===== src/rtl/axi_arb_pkg.sv =====
// Shared types and helpers for the SRAM AXI arbiter.
// Slot numbering is also the round-robin search order.
package axi_arb_pkg;

  typedef enum logic [2:0] {
    ST_IDLE,
    ST_RD_ADDR,
    ST_RD_DATA,
    ST_WR_ADDR,
    ST_WR_DATA,
    ST_WR_RESP
  } arb_state_e;

  localparam logic [1:0] SLOT_R0 = 2'd0;
  localparam logic [1:0] SLOT_R1 = 2'd1;
  localparam logic [1:0] SLOT_W1 = 2'd2;

  // Places the master index just above the master's own ID bits.
  function automatic logic [31:0] ext_id(
    input logic [31:0] id,
    input int unsigned id_w,
    input logic        idx
  );
    return id | (32'(idx) << id_w);
  endfunction

endpackage


===== src/rtl/rr_arb3.sv =====
// Three-way round-robin picker, purely combinational.
// Search starts at the slot after i_last.
module rr_arb3
  import axi_arb_pkg::*;
(
  input  logic [2:0] i_req,
  input  logic [1:0] i_last,
  output logic [2:0] o_gnt
);

  always_comb begin
    o_gnt = '0;
    unique case (i_last)
      SLOT_R0: begin
        if (i_req[1])      o_gnt = 3'b010;
        else if (i_req[2]) o_gnt = 3'b100;
        else if (i_req[0]) o_gnt = 3'b001;
      end
      SLOT_R1: begin
        if (i_req[2])      o_gnt = 3'b100;
        else if (i_req[0]) o_gnt = 3'b001;
        else if (i_req[1]) o_gnt = 3'b010;
      end
      default: begin
        if (i_req[0])      o_gnt = 3'b001;
        else if (i_req[1]) o_gnt = 3'b010;
        else if (i_req[2]) o_gnt = 3'b100;
      end
    endcase
  end

endmodule


===== src/rtl/sram_axi_arbiter.sv =====
// Shares one AXI slave port between an I-fetch reader (M0)
// and a read/write data master (M1), one burst at a time.
module sram_axi_arbiter
  import axi_arb_pkg::*;
#(
  parameter int ID_W   = 4,
  parameter int IDS_W  = 8,
  parameter int ADDR_W = 32,
  parameter int DATA_W = 32,
  parameter int LEN_W  = 4
) (
  input  logic                ACLK,
  input  logic                ARESET,
  input  logic [ID_W-1:0]     M0_ARID,
  input  logic [ADDR_W-1:0]   M0_ARADDR,
  input  logic [LEN_W-1:0]    M0_ARLEN,
  input  logic [2:0]          M0_ARSIZE,
  input  logic [1:0]          M0_ARBURST,
  input  logic                M0_ARVALID,
  output logic                M0_ARREADY,
  output logic [ID_W-1:0]     M0_RID,
  output logic [DATA_W-1:0]   M0_RDATA,
  output logic [1:0]          M0_RRESP,
  output logic                M0_RLAST,
  output logic                M0_RVALID,
  input  logic                M0_RREADY,
  input  logic [ID_W-1:0]     M1_ARID,
  input  logic [ADDR_W-1:0]   M1_ARADDR,
  input  logic [LEN_W-1:0]    M1_ARLEN,
  input  logic [2:0]          M1_ARSIZE,
  input  logic [1:0]          M1_ARBURST,
  input  logic                M1_ARVALID,
  output logic                M1_ARREADY,
  output logic [ID_W-1:0]     M1_RID,
  output logic [DATA_W-1:0]   M1_RDATA,
  output logic [1:0]          M1_RRESP,
  output logic                M1_RLAST,
  output logic                M1_RVALID,
  input  logic                M1_RREADY,
  input  logic [ID_W-1:0]     M1_AWID,
  input  logic [ADDR_W-1:0]   M1_AWADDR,
  input  logic [LEN_W-1:0]    M1_AWLEN,
  input  logic [2:0]          M1_AWSIZE,
  input  logic [1:0]          M1_AWBURST,
  input  logic                M1_AWVALID,
  output logic                M1_AWREADY,
  input  logic [DATA_W-1:0]   M1_WDATA,
  input  logic [DATA_W/8-1:0] M1_WSTRB,
  input  logic                M1_WLAST,
  input  logic                M1_WVALID,
  output logic                M1_WREADY,
  output logic [ID_W-1:0]     M1_BID,
  output logic [1:0]          M1_BRESP,
  output logic                M1_BVALID,
  input  logic                M1_BREADY,
  output logic [IDS_W-1:0]    S_ARID,
  output logic [ADDR_W-1:0]   S_ARADDR,
  output logic [LEN_W-1:0]    S_ARLEN,
  output logic [2:0]          S_ARSIZE,
  output logic [1:0]          S_ARBURST,
  output logic                S_ARVALID,
  input  logic                S_ARREADY,
  input  logic [IDS_W-1:0]    S_RID,
  input  logic [DATA_W-1:0]   S_RDATA,
  input  logic [1:0]          S_RRESP,
  input  logic                S_RLAST,
  input  logic                S_RVALID,
  output logic                S_RREADY,
  output logic [IDS_W-1:0]    S_AWID,
  output logic [ADDR_W-1:0]   S_AWADDR,
  output logic [LEN_W-1:0]    S_AWLEN,
  output logic [2:0]          S_AWSIZE,
  output logic [1:0]          S_AWBURST,
  output logic                S_AWVALID,
  input  logic                S_AWREADY,
  output logic [DATA_W-1:0]   S_WDATA,
  output logic [DATA_W/8-1:0] S_WSTRB,
  output logic                S_WLAST,
  output logic                S_WVALID,
  input  logic                S_WREADY,
  input  logic [IDS_W-1:0]    S_BID,
  input  logic [1:0]          S_BRESP,
  input  logic                S_BVALID,
  output logic                S_BREADY
);

  arb_state_e r_state;
  arb_state_e w_next;
  logic [1:0] r_grant;
  logic [1:0] r_last;
  logic [2:0] w_gnt;
  logic [1:0] w_slot;
  logic       w_sel;

  logic [ID_W-1:0]   w_arid;
  logic [IDS_W-1:0]  w_arid_ext;
  logic [IDS_W-1:0]  w_awid_ext;
  logic [ADDR_W-1:0] w_araddr;
  logic [LEN_W-1:0]  w_arlen;
  logic [2:0]        w_arsize;
  logic [1:0]        w_arburst;
  logic              w_arvalid;
  logic              w_rready;
  logic              w_unused;

  rr_arb3 u_rr (
    .i_req  ({M1_AWVALID, M1_ARVALID, M0_ARVALID}),
    .i_last (r_last),
    .o_gnt  (w_gnt)
  );

  assign w_slot = w_gnt[2] ? SLOT_W1 :
                  w_gnt[1] ? SLOT_R1 : SLOT_R0;

  // Read grants are only ever R0 or R1, so one bit picks the master.
  assign w_sel     = (r_grant == SLOT_R1);
  assign w_arid    = w_sel ? M1_ARID    : M0_ARID;
  assign w_araddr  = w_sel ? M1_ARADDR  : M0_ARADDR;
  assign w_arlen   = w_sel ? M1_ARLEN   : M0_ARLEN;
  assign w_arsize  = w_sel ? M1_ARSIZE  : M0_ARSIZE;
  assign w_arburst = w_sel ? M1_ARBURST : M0_ARBURST;
  assign w_arvalid = w_sel ? M1_ARVALID : M0_ARVALID;
  assign w_rready  = w_sel ? M1_RREADY  : M0_RREADY;

  assign w_arid_ext = IDS_W'(ext_id(32'(w_arid), ID_W, w_sel));
  assign w_awid_ext = IDS_W'(ext_id(32'(M1_AWID), ID_W, 1'b1));

  assign w_unused = ^{S_RID[IDS_W-1:ID_W], S_BID[IDS_W-1:ID_W]};

  always_ff @(posedge ACLK) begin
    if (ARESET) begin
      r_state <= ST_IDLE;
      r_grant <= SLOT_R0;
      r_last  <= SLOT_W1;
    end else begin
      r_state <= w_next;
      if (r_state == ST_IDLE && |w_gnt) begin
        r_grant <= w_slot;
        r_last  <= w_slot;
      end
    end
  end

  always_comb begin
    w_next     = r_state;
    M0_ARREADY = 1'b0;
    M0_RID     = '0;
    M0_RDATA   = '0;
    M0_RRESP   = '0;
    M0_RLAST   = 1'b0;
    M0_RVALID  = 1'b0;
    M1_ARREADY = 1'b0;
    M1_RID     = '0;
    M1_RDATA   = '0;
    M1_RRESP   = '0;
    M1_RLAST   = 1'b0;
    M1_RVALID  = 1'b0;
    M1_AWREADY = 1'b0;
    M1_WREADY  = 1'b0;
    M1_BID     = '0;
    M1_BRESP   = '0;
    M1_BVALID  = 1'b0;
    S_ARID     = '0;
    S_ARADDR   = '0;
    S_ARLEN    = '0;
    S_ARSIZE   = '0;
    S_ARBURST  = '0;
    S_ARVALID  = 1'b0;
    S_RREADY   = 1'b0;
    S_AWID     = '0;
    S_AWADDR   = '0;
    S_AWLEN    = '0;
    S_AWSIZE   = '0;
    S_AWBURST  = '0;
    S_AWVALID  = 1'b0;
    S_WDATA    = '0;
    S_WSTRB    = '0;
    S_WLAST    = 1'b0;
    S_WVALID   = 1'b0;
    S_BREADY   = 1'b0;
    unique case (r_state)
      ST_IDLE: begin
        if (|w_gnt)
          w_next = w_gnt[2] ? ST_WR_ADDR : ST_RD_ADDR;
      end
      ST_RD_ADDR: begin
        S_ARID    = w_arid_ext;
        S_ARADDR  = w_araddr;
        S_ARLEN   = w_arlen;
        S_ARSIZE  = w_arsize;
        S_ARBURST = w_arburst;
        S_ARVALID = w_arvalid;
        if (w_sel) M1_ARREADY = S_ARREADY;
        else       M0_ARREADY = S_ARREADY;
        if (w_arvalid && S_ARREADY)
          w_next = ST_RD_DATA;
      end
      ST_RD_DATA: begin
        S_RREADY = w_rready;
        if (w_sel) begin
          M1_RID    = S_RID[ID_W-1:0];
          M1_RDATA  = S_RDATA;
          M1_RRESP  = S_RRESP;
          M1_RLAST  = S_RLAST;
          M1_RVALID = S_RVALID;
        end else begin
          M0_RID    = S_RID[ID_W-1:0];
          M0_RDATA  = S_RDATA;
          M0_RRESP  = S_RRESP;
          M0_RLAST  = S_RLAST;
          M0_RVALID = S_RVALID;
        end
        if (S_RVALID && w_rready && S_RLAST)
          w_next = ST_IDLE;
      end
      ST_WR_ADDR: begin
        S_AWID     = w_awid_ext;
        S_AWADDR   = M1_AWADDR;
        S_AWLEN    = M1_AWLEN;
        S_AWSIZE   = M1_AWSIZE;
        S_AWBURST  = M1_AWBURST;
        S_AWVALID  = M1_AWVALID;
        M1_AWREADY = S_AWREADY;
        if (M1_AWVALID && S_AWREADY)
          w_next = ST_WR_DATA;
      end
      ST_WR_DATA: begin
        S_WDATA   = M1_WDATA;
        S_WSTRB   = M1_WSTRB;
        S_WLAST   = M1_WLAST;
        S_WVALID  = M1_WVALID;
        M1_WREADY = S_WREADY;
        if (M1_WVALID && S_WREADY && M1_WLAST)
          w_next = ST_WR_RESP;
      end
      ST_WR_RESP: begin
        M1_BID    = S_BID[ID_W-1:0];
        M1_BRESP  = S_BRESP;
        M1_BVALID = S_BVALID;
        S_BREADY  = M1_BREADY;
        if (S_BVALID && M1_BREADY)
          w_next = ST_IDLE;
      end
      default: w_next = ST_IDLE;
    endcase
  end

endmodule


===== config.mk =====
export PLATFORM = sky130hd
export DESIGN_NAME = sram_axi_arbiter
export DESIGN_NICKNAME = d
export VERILOG_FILES = /design/src/rtl/axi_arb_pkg.sv /design/src/rtl/rr_arb3.sv /design/src/rtl/sram_axi_arbiter.sv
export SDC_FILE = /design/constraint.sdc
export NUM_CORES = 1
export LEC_CHECK = 0
export ABC_AREA = 1
export CORE_AREA = 2 2 180 182
export DETAILED_ROUTE_END_ITERATION = 7
export DIE_AREA = 0 0 182 184
export PLACE_DENSITY = 0.42
export SETUP_SLACK_MARGIN = 0.2
export SYNTH_ARGS = -nofsm -noshare
export SYNTH_HDL_FRONTEND = slang
export SYNTH_HIERARCHICAL = 1
export SYNTH_SLANG_ARGS = --single-unit

===== constraint.sdc =====
create_clock -name ACLK -period 2.6 [get_ports ACLK]
set_input_delay 0.52 -clock ACLK [delete_from_list [all_inputs] [get_ports ACLK]]
set_output_delay 0.52 -clock ACLK [all_outputs]
set_load 0.02 [all_outputs]

==> parameters.txt, run 1 <==
Parameter                              Value

STA
  Worst Skew ... ~0.0022 ns
  Setup-violating endpoint count in the final report ... 0
  Number of pins with negative max-slew slack in the final report ... 0
  Final min period ... 2.294 ns
  Setup_tns ... 0 ns
  Unrepaired setup endpoints after global routing ... no
  Final period utilization ... 88.21%
  Number of hold-slack violations in the final timing report ... 0
  Fmax achieved ... 436.0 MHz

Clock tree
  CTS Buf Count ... 3
  CTS root buf ... sky130_fd_sc_hd__clkbuf_16
  TritonCTS clock tree ... built
  Clock net sink count ... 6
  Clock insertion delay at the later pin of the skew report ... roughly 0.23 ns
  H-tree depth ... 1
  Clock slew at reported path FFs ... 0.03 ns
  Post CTS Setup Buffer Count ... 0
  Hold buffer count at CTS ... 0
  Worst-case clock buffer depth ... 2

Layout
  Layout overhead on the synthesized area ... 194.1%
  Number of filler instances in the final layout ... 3583
  Antenna diodes ... 0
  Post-route insts no fill ... 1429
  Share of cells above drive strength 1 ... 7.887%
  Net count, final ... 1268

Worst setup path
  R2r endpoint ... r_state[0]$_SDFFE_PP0P_
  Required @ worst endpoint ... 2.08 ns
  Startpoint kind of the worst setup timing path ... register
  Worst reg-to-reg setup slack ... 1.04 ns
  Category of the worst setup path capture point ... output pin
  Endpoint of the worst setup timing path ... S_AWADDR[8]
  Setup Crit Path Kind ... register to output pin
  Depth of the worst register-to-register path ... 13
  Maximum net fanout on the critical path ... 23
  Signal arrival time at the worst endpoint ... 1.77 ns
  Beginning of the critical path ... r_state[1]$_SDFFE_PP0P_
  R2r startpoint ... r_grant[0]$_SDFFE_PP0P_

GRT
  Global router's overall resource usage ... between 10% and 20%
  Congestion Overflow GR ... 0
  Pin count of the biggest net entering global routing ... 56
  First-pass GRT wire length ... about 28000 um
  Number of antenna violations at the first check in global routing ... 1
  Vias in the first global route ... 4805

Detailed routing
  Total number of vias ... between 5000 and 6000
  Routed wirelength normalized by instance count ... 13.82 um
  Routed length on met3 ... between 1500 and 2000 um
  First-pass detailed-route iteration total ... 4
  Length of routed met2 wiring ... 10380 um
  Routed metal-1 wire length ... 7535 um
  Per-cell via count in the routed design ... between 3 and 4
  Uppermost layer routed ... met5
  Total detailed-routing wirelength ... between 15000 and 20000 um
  Final ANT Viol Nets ... 0
  Residual DRC count ... 0
  Number of DRC markers after the initial detailed-route iteration ... 158

Placed design
  Input/output buffers ... 455
  Placed cell count ... between 1000 and 1500
  Hpwl dp ... 16760 um
  RePlAce Congestion ... roughly 0.73

Logic synthesis
  Unique masters post-synth ... 24
  Number of synthesized register bits ... 6
  Post-synth design cell area ... 2628 um2
  EDFF count, synth ... 0
  Register area share after synthesis ... between 4 and 5%
  Mapped Avg Cell Area ... around 4.5 um2
  Synthesized instance count ... 585
  Share of flip-flops with an asynchronous set or reset after synthesis ... 0%
  Prevailing post-synth register cell ... sky130_fd_sc_hd__dfxtp_1
  Synth warn ... 6

Power
  Pleak ... approximately 5.1 nW
  Worst vdd rail ir drop ... about 240 uV
  Power density over the cells ... 488.0 nW/um2

Die
  Area enclosed by the die boundary ... 33490 um2
  Row count ... 65
  Die outline height ... roughly 180 um
  Top-level port count ... 470
  Initial core utilization ... between 8 and 9%
  Floorplan core area ... 31390 um2
  Floorplan die width ... 182 um

Run status
  Outcome ... complete, no violations

Min path
  Class of the most critical hold timing path ... register to register

Run
  Max-Cap Viols ... 0
-- cells in the mapped netlist (6+ instances only) --
library cell | instances | area, um2
sky130_fd_sc_hd__inv_2 | 6 | 22.52
sky130_fd_sc_hd__buf_4 | 6 | 45.04
sky130_fd_sc_hd__dfxtp_1 | 6 | 120.1
sky130_fd_sc_hd__nor3_1 | 82 | 410.4
sky130_fd_sc_hd__inv_1 | 145 | 544.3
sky130_fd_sc_hd__nand3_1 | 8 | 40.04
sky130_fd_sc_hd__a21oi_1 | 50 | 250.2
sky130_fd_sc_hd__buf_6 | 6 | 67.56
sky130_fd_sc_hd__nand2_1 | 118 | 442.9
sky130_fd_sc_hd__buf_2 | 22 | 110.1
sky130_fd_sc_hd__nor2_1 | 103 | 386.6
sky130_fd_sc_hd__clkbuf_1 | 10 | 37.54
-- power breakdown --
group	switching (mW)	total, mW	internal (mW)
registers	0.0350	0.164	0.129
logic	2.03	3.35	1.32
clock network	0.0561	0.254	0.198
-- worst max-delay path: stages, from the launching register on --
cell and delay [ns]:
sky130_fd_sc_hd__dfxtp_1 0.32, sky130_fd_sc_hd__buf_4 0.12, sky130_fd_sc_hd__nand2_1 0.06, sky130_fd_sc_hd__nor2_2 0.18, sky130_fd_sc_hd__inv_4 0.16, sky130_fd_sc_hd__buf_4 0.22, sky130_fd_sc_hd__nor2_1 0.13, sky130_fd_sc_hd__dlygate4sd2_1 0.35
-- cells by family (layout without fill, tap and decap cells) --
| kind of cell | Yosys count | count (layout) | share of synthesized area, % |
|---|---|---|---|
| buf+inv | 197 | 634 | 31.76 |
| other cells | 1 | 6 | 0.1427 |
| compound gates | 54 | 54 | 10.52 |
| flops | 6 | 6 | 4.572 |
| simple gates | 327 | 327 | 53.00 |
-- through the flow --
step	utilization, %	cell area (um2)	setup slack, ns	total power, mW	hold WS [ns]
after global routing	24.62	7729	0.2007	4.082	0.4898
final	24.62	7729	0.3064	3.772	0.4613
after floorplan	-	2646	0.7028	2.016	0.4349
after global placement	24.52	7696	0.01301	3.878	0.4536
after detailed placement	24.52	7696	0.003923	3.858	0.4560
after CTS	24.29	7626	0.1931	3.866	0.4616
-- cell usage in the layout (no fill, tap or decap), types with 2 or more instances in the layout --
| cell type | synthesis | layout |
|---|---|---|
| sky130_fd_sc_hd__buf_4 | 6 | 22 |
| sky130_fd_sc_hd__nand3b_1 | 4 | 4 |
| sky130_fd_sc_hd__clkdlybuf4s50_1 | 0 | 231 |
| sky130_fd_sc_hd__nor2_1 | 103 | 102 |
| sky130_fd_sc_hd__clkdlybuf4s15_1 | 0 | 12 |
| sky130_fd_sc_hd__dfxtp_1 | 6 | 5 |
| sky130_fd_sc_hd__clkbuf_2 | 0 | 18 |
| sky130_fd_sc_hd__nand4_1 | 3 | 3 |
| sky130_fd_sc_hd__dlygate4sd2_1 | 0 | 113 |
| sky130_fd_sc_hd__o21ai_0 | 2 | 2 |
| sky130_fd_sc_hd__a21oi_1 | 50 | 50 |
| sky130_fd_sc_hd__nor3_1 | 82 | 81 |
| sky130_fd_sc_hd__clkbuf_16 | 0 | 3 |
| sky130_fd_sc_hd__dlymetal6s2s_1 | 0 | 61 |
| sky130_fd_sc_hd__nand2_1 | 118 | 118 |
| sky130_fd_sc_hd__inv_1 | 145 | 145 |
| sky130_fd_sc_hd__inv_2 | 6 | 3 |
| sky130_fd_sc_hd__nand3_1 | 8 | 8 |
| sky130_fd_sc_hd__conb_1 | 1 | 6 |
| sky130_fd_sc_hd__dlygate4sd1_1 | 0 | 3 |
| sky130_fd_sc_hd__nor2_2 | 4 | 5 |
| sky130_fd_sc_hd__buf_12 | 0 | 6 |
| sky130_fd_sc_hd__inv_4 | 0 | 3 |
| sky130_fd_sc_hd__clkdlybuf4s15_2 | 0 | 14 |
-- sequential cells by signal, indices dropped and copies added (netlist names) --
name and count:
r_last 1, r_grant 2, r_state 3
-- per-layer routing --
layer	GRT usage (%)	up-vias
li1	-	2600
met1	11.52	2153
met2	20.81	263
met3	2.734	11
met4	1.548	2
met5	0	-
-- timing repair --
item                       CTS  global route
pin swaps                    0             0
resized for setup          194           134
setup endpoints to repair  176           122
-- worst min path at each step --
| stage | startpoint | endpoint | slack (ns) | cells after the start |
|---|---|---|---|---|
| 3_3_place_gp | r_grant[1]$_SDFFE_PP0P_ | r_grant[1]$_SDFFE_PP0P_ | 0.45 | 2 |
| 4_1_cts | r_grant[1]$_SDFFE_PP0P_ | r_grant[1]$_SDFFE_PP0P_ | 0.46 | 2 |
| 2_1_floorplan | r_grant[1]$_SDFFE_PP0P_ | r_grant[1]$_SDFFE_PP0P_ | 0.43 | 2 |
| 5_1_grt | r_grant[1]$_SDFFE_PP0P_ | r_grant[1]$_SDFFE_PP0P_ | 0.49 | 2 |
| 6_report | r_grant[1]$_SDFFE_PP0P_ | r_grant[1]$_SDFFE_PP0P_ | 0.46 | 2 |
| 3_5_place_dp | r_grant[1]$_SDFFE_PP0P_ | r_grant[1]$_SDFFE_PP0P_ | 0.46 | 2 |
-- cell type report --
class / count / area (um2) / area share, %
flip-flops and latches: 6 / 121.4 / 1.570
well taps: 402 / 503.0 / 6.508
inverters: 151 / 574.3 / 7.431
multi-input cells: 387 / 1710 / 22.13
repair buffers: 480 / 4745 / 61.39
clock buffers: 3 / 75.07 / 0.9713
(Power assumes the default switching activity.)
==> inputs of run 2 (changes only) <==
Settings changed: CORE_AREA 2 2 180 182 to 10 10 176 178, DIE_AREA 0 0 182 184 to 0 0 186 188, PLACE_DENSITY 0.42 to 0.46.
Clock period 2.6 ns to 2.3 ns, I/O delays scaled along.
==> parameters.txt, run 2 (same netlist as run 1, synthesis figures left out) <==
Parameter                              Value

Detailed routing
  Per-cell via count in the routed design ... 3.703 (+5.2%)
  Total detailed-routing wirelength ... 23290 um (+18%)
  Residual DRC count ... 0 (unchanged)
  Routed wirelength normalized by instance count ... 16.81 um (+22%)
  First-pass detailed-route iteration total ... 6 (+2)
  Number of DRC markers after the initial detailed-route iteration ... 148 (-6.3%)
  Final ANT Viol Nets ... 0 (unchanged)
  Total number of vias ... 5129 (+2.0%)

GRT
  Layer carrying the most global-route usage ... met2
  Number of antenna violations at the first check in global routing ... 4 (+3)
  Congestion Overflow GR ... 0 (unchanged)
  First-pass GRT wire length ... 32790 um (+18%)
  Met3 Usage GRT ... 5.335% (+2.6 points)
  Vias in the first global route ... 5349 (+11%)
  Met2 usage in global routing ... 22.70% (+1.9 points)
  Pin count of the biggest net entering global routing ... 82 (+46%)
  Global Route met1 Usage ... 11.84% (+0.32 points)
  Global router's overall resource usage ... 12.04% (+1.5 points)

Min path
  Hold Crit Start ... r_grant[1]$_SDFFE_PP0P_
  Class of the most critical hold timing path ... register to register
  Worst Hold Path Cells ... 2 (unchanged)
  Worst-case hold path end point ... r_grant[1]$_SDFFE_PP0P_

STA
  Setup-violating endpoint count in the final report ... 0 (unchanged)
  Unrepaired setup endpoints after global routing ... yes
  Number of pins with negative max-slew slack in the final report ... 0 (unchanged)
  Worst slew slack as a fraction of its limit ... 66.05%
  Number of hold-slack violations in the final timing report ... 0 (unchanged)
  Worst-margin pin slew ... approximately 0.51 ns
  Final period utilization ... 91.04%
  Post-layout worst setup margin ... 0.2060 ns (-0.1004 ns)
  Fmax achieved ... 477.6 MHz
  Final min period ... 2.094 ns
  Setup_tns ... 0 ns (unchanged)
  Worst Skew ... 0.001305 ns (-0.0009418 ns)

Power
  Pleak ... 3.877 nW (-24%)
  Power density over the cells ... 618.2 nW/um2 (+27%)
  Net switching power ... 2.576 mW (+21%)
  Worst vdd rail ir drop ... 490.2 uV (+110%)
  Total power ... 4.365 mW (+16%)
  Fraction of power consumed by sequential logic ... 4.3% (about the same)
  Switching share of power ... 59.01% (+2.7 points)
  Relative contribution of combinational cells to total power ... 89.2% (+0.3 points)
  Internal power consumption ... 1.789 mW (+8.7%)
  Part of the power in the clock network ... 6.5% (-0.2 points)

Worst setup path
  R2r endpoint ... r_state[0]$_SDFFE_PP0P_
  Maximum net fanout on the critical path ... 25 (+8.7%)
  Category of the worst setup path capture point ... output pin
  Startpoint kind of the worst setup timing path ... register
  Worst reg-to-reg setup slack ... 0.71 ns (-0.33 ns)
  Required @ worst endpoint ... 1.84 ns (-0.24 ns)
  Beginning of the critical path ... r_state[1]$_SDFFE_PP0P_
  R2r startpoint ... r_grant[1]$_SDFFE_PP0P_
  Setup Crit Path Kind ... register to output pin
  Signal arrival time at the worst endpoint ... 1.63 ns (-0.14 ns)
  Depth of the worst register-to-register path ... 9 (-4)

Die
  Initial core utilization ... 9.563% (+1.2 points)
  Area enclosed by the die boundary ... 34970 um2 (+4.4%)
  Floorplan die width ... 186 um (+2.2%)
  Die outline height ... 188 um (+2.2%)
  Row count ... 61 (-6.2%)
  Top-level port count ... 470 (unchanged)
  Floorplan core area ... 27480 um2 (-12%)

Clock tree
  CTS root buf ... sky130_fd_sc_hd__clkbuf_16
  Clock net sink count ... 6 (unchanged)
  CTS Buf Count ... 3 (unchanged)
  Clock insertion delay at the later pin of the skew report ... 0.23 ns (about the same)
  H-tree depth ... 1 (unchanged)
  Post CTS Setup Buffer Count ... 0 (unchanged)
  TritonCTS clock tree ... built
  Clock slew at reported path FFs ... 0.03 ns (about the same)
  Worst-case clock buffer depth ... 2 (unchanged)

Layout
  Most used cells in the layout excluding fill and tap cells ... sky130_fd_sc_hd__clkdlybuf4s50_1 (230), sky130_fd_sc_hd__inv_1 (144), sky130_fd_sc_hd__nand2_1 (118)
  Regs by FF count ... r_state (3), r_grant (2), r_last (1)
  Most common cell after layout, fill and taps aside ... sky130_fd_sc_hd__clkdlybuf4s50_1
  Share of cells above drive strength 1 ... 30.57% (+23 points)
  Most flops, register ... r_state
  Max reg flops ... 3 (unchanged)
  Net count, final ... 1278 (+0.79%)
  Layout overhead on the synthesized area ... 168.8%

Placed design
  Worst setup timing slack at the placement stage ... -0.1221 ns (-0.1261 ns)
  Input/output buffers ... 455 (unchanged)
  Hpwl dp ... 20070 um (+20%)
  RePlAce Congestion ... 0.7929 (+8.5%)

Run status
  Outcome ... complete, no violations

Run
  Max-Cap Viols ... 0 (unchanged)
[run 2: cell count changes in the layout (fill, tap and decap cells not counted), sizes merged]
cell           previous run  this run
clkdlybuf4s15            26        12
clkbuf                   21       112
diode                     0         2
dlygate4sd2             113         4
buf                      28       135
dlymetal6s2s             61         0
clkdlybuf4s50           231       230
dlygate4sd1               3         0
[run 2: area by class of cell]
class / count / area, um2
antenna: 2 / 5.005
sequential: 6 / 121.4
clock buffer: 3 / 75.07
multi-input combinational: 387 / 1927
fill: 3225 / 20410
timing repair buffer: 490 / 3934
inverter: 151 / 566.8
tap: 346 / 432.9
[run 2: timing repair]
| item | CTS | global route |
|---|---|---|
| gates resized for setup | 528 | 363 |
| endpoints found under the setup margin | 221 | 217 |
| pin swaps | 1 | 1 |
| hold buffers | 0 | 0 |
| cloned | 0 | 0 |
[run 2: worst max path at each step]
| stage | cells after the start | endpoint | slack, ns |
|---|---|---|---|
| 2_1_floorplan | 4 | M1_RDATA[25] | 0.46 |
| 3_3_place_gp | 5 | M0_RLAST | -0.11 |
| 3_5_place_dp | 5 | M1_RLAST | -0.12 |
| 4_1_cts | 6 | M1_RDATA[28] | 0.12 |
| 5_1_grt | 7 | S_ARBURST[0] | 0.11 |
| 6_report | 7 | S_ARID[0] | 0.21 |
[run 2: critical path, cell delays in order, from the launching register on]
cell and delay (ns):
sky130_fd_sc_hd__dfxtp_1 0.30, sky130_fd_sc_hd__inv_1 0.12, sky130_fd_sc_hd__nand2_1 0.13, sky130_fd_sc_hd__nor2_4 0.12, sky130_fd_sc_hd__inv_2 0.10, sky130_fd_sc_hd__buf_12 0.17
sky130_fd_sc_hd__a21oi_1 0.16, sky130_fd_sc_hd__clkdlybuf4s15_2 0.29
[run 2: stage by stage]
step           cell area [um2]  utilization (%)  cells  hold slack, ns
5_1_grt                   7062            25.70   1385          0.4886
6_report                  7062            25.70   1385          0.4619
3_3_place_gp              7706            28.05   1380          0.4573
4_1_cts                   7781            28.32   1383          0.4624
2_1_floorplan             2646                -    590          0.4349
3_5_place_dp              7706            28.05   1380          0.4561
[run 2: power by group through the flow]
stage / Combinational [mW] / Clock (mW) / Sequential, mW
floorplan: 2.09 / 0 / 0.186
global placement: 4.27 / 0 / 0.185
detailed placement: 4.26 / 0 / 0.184
CTS: 4.03 / 0.289 / 0.185
global route: 4.25 / 0.294 / 0.194
finish: 3.89 / 0.284 / 0.188
[run 2: layer usage]
metal  routed length, um  up-vias
met5                  23        -
met4                 292        4
met3                2831       26
met2               11740      276
met1                8402     2206
li1                    -     2617
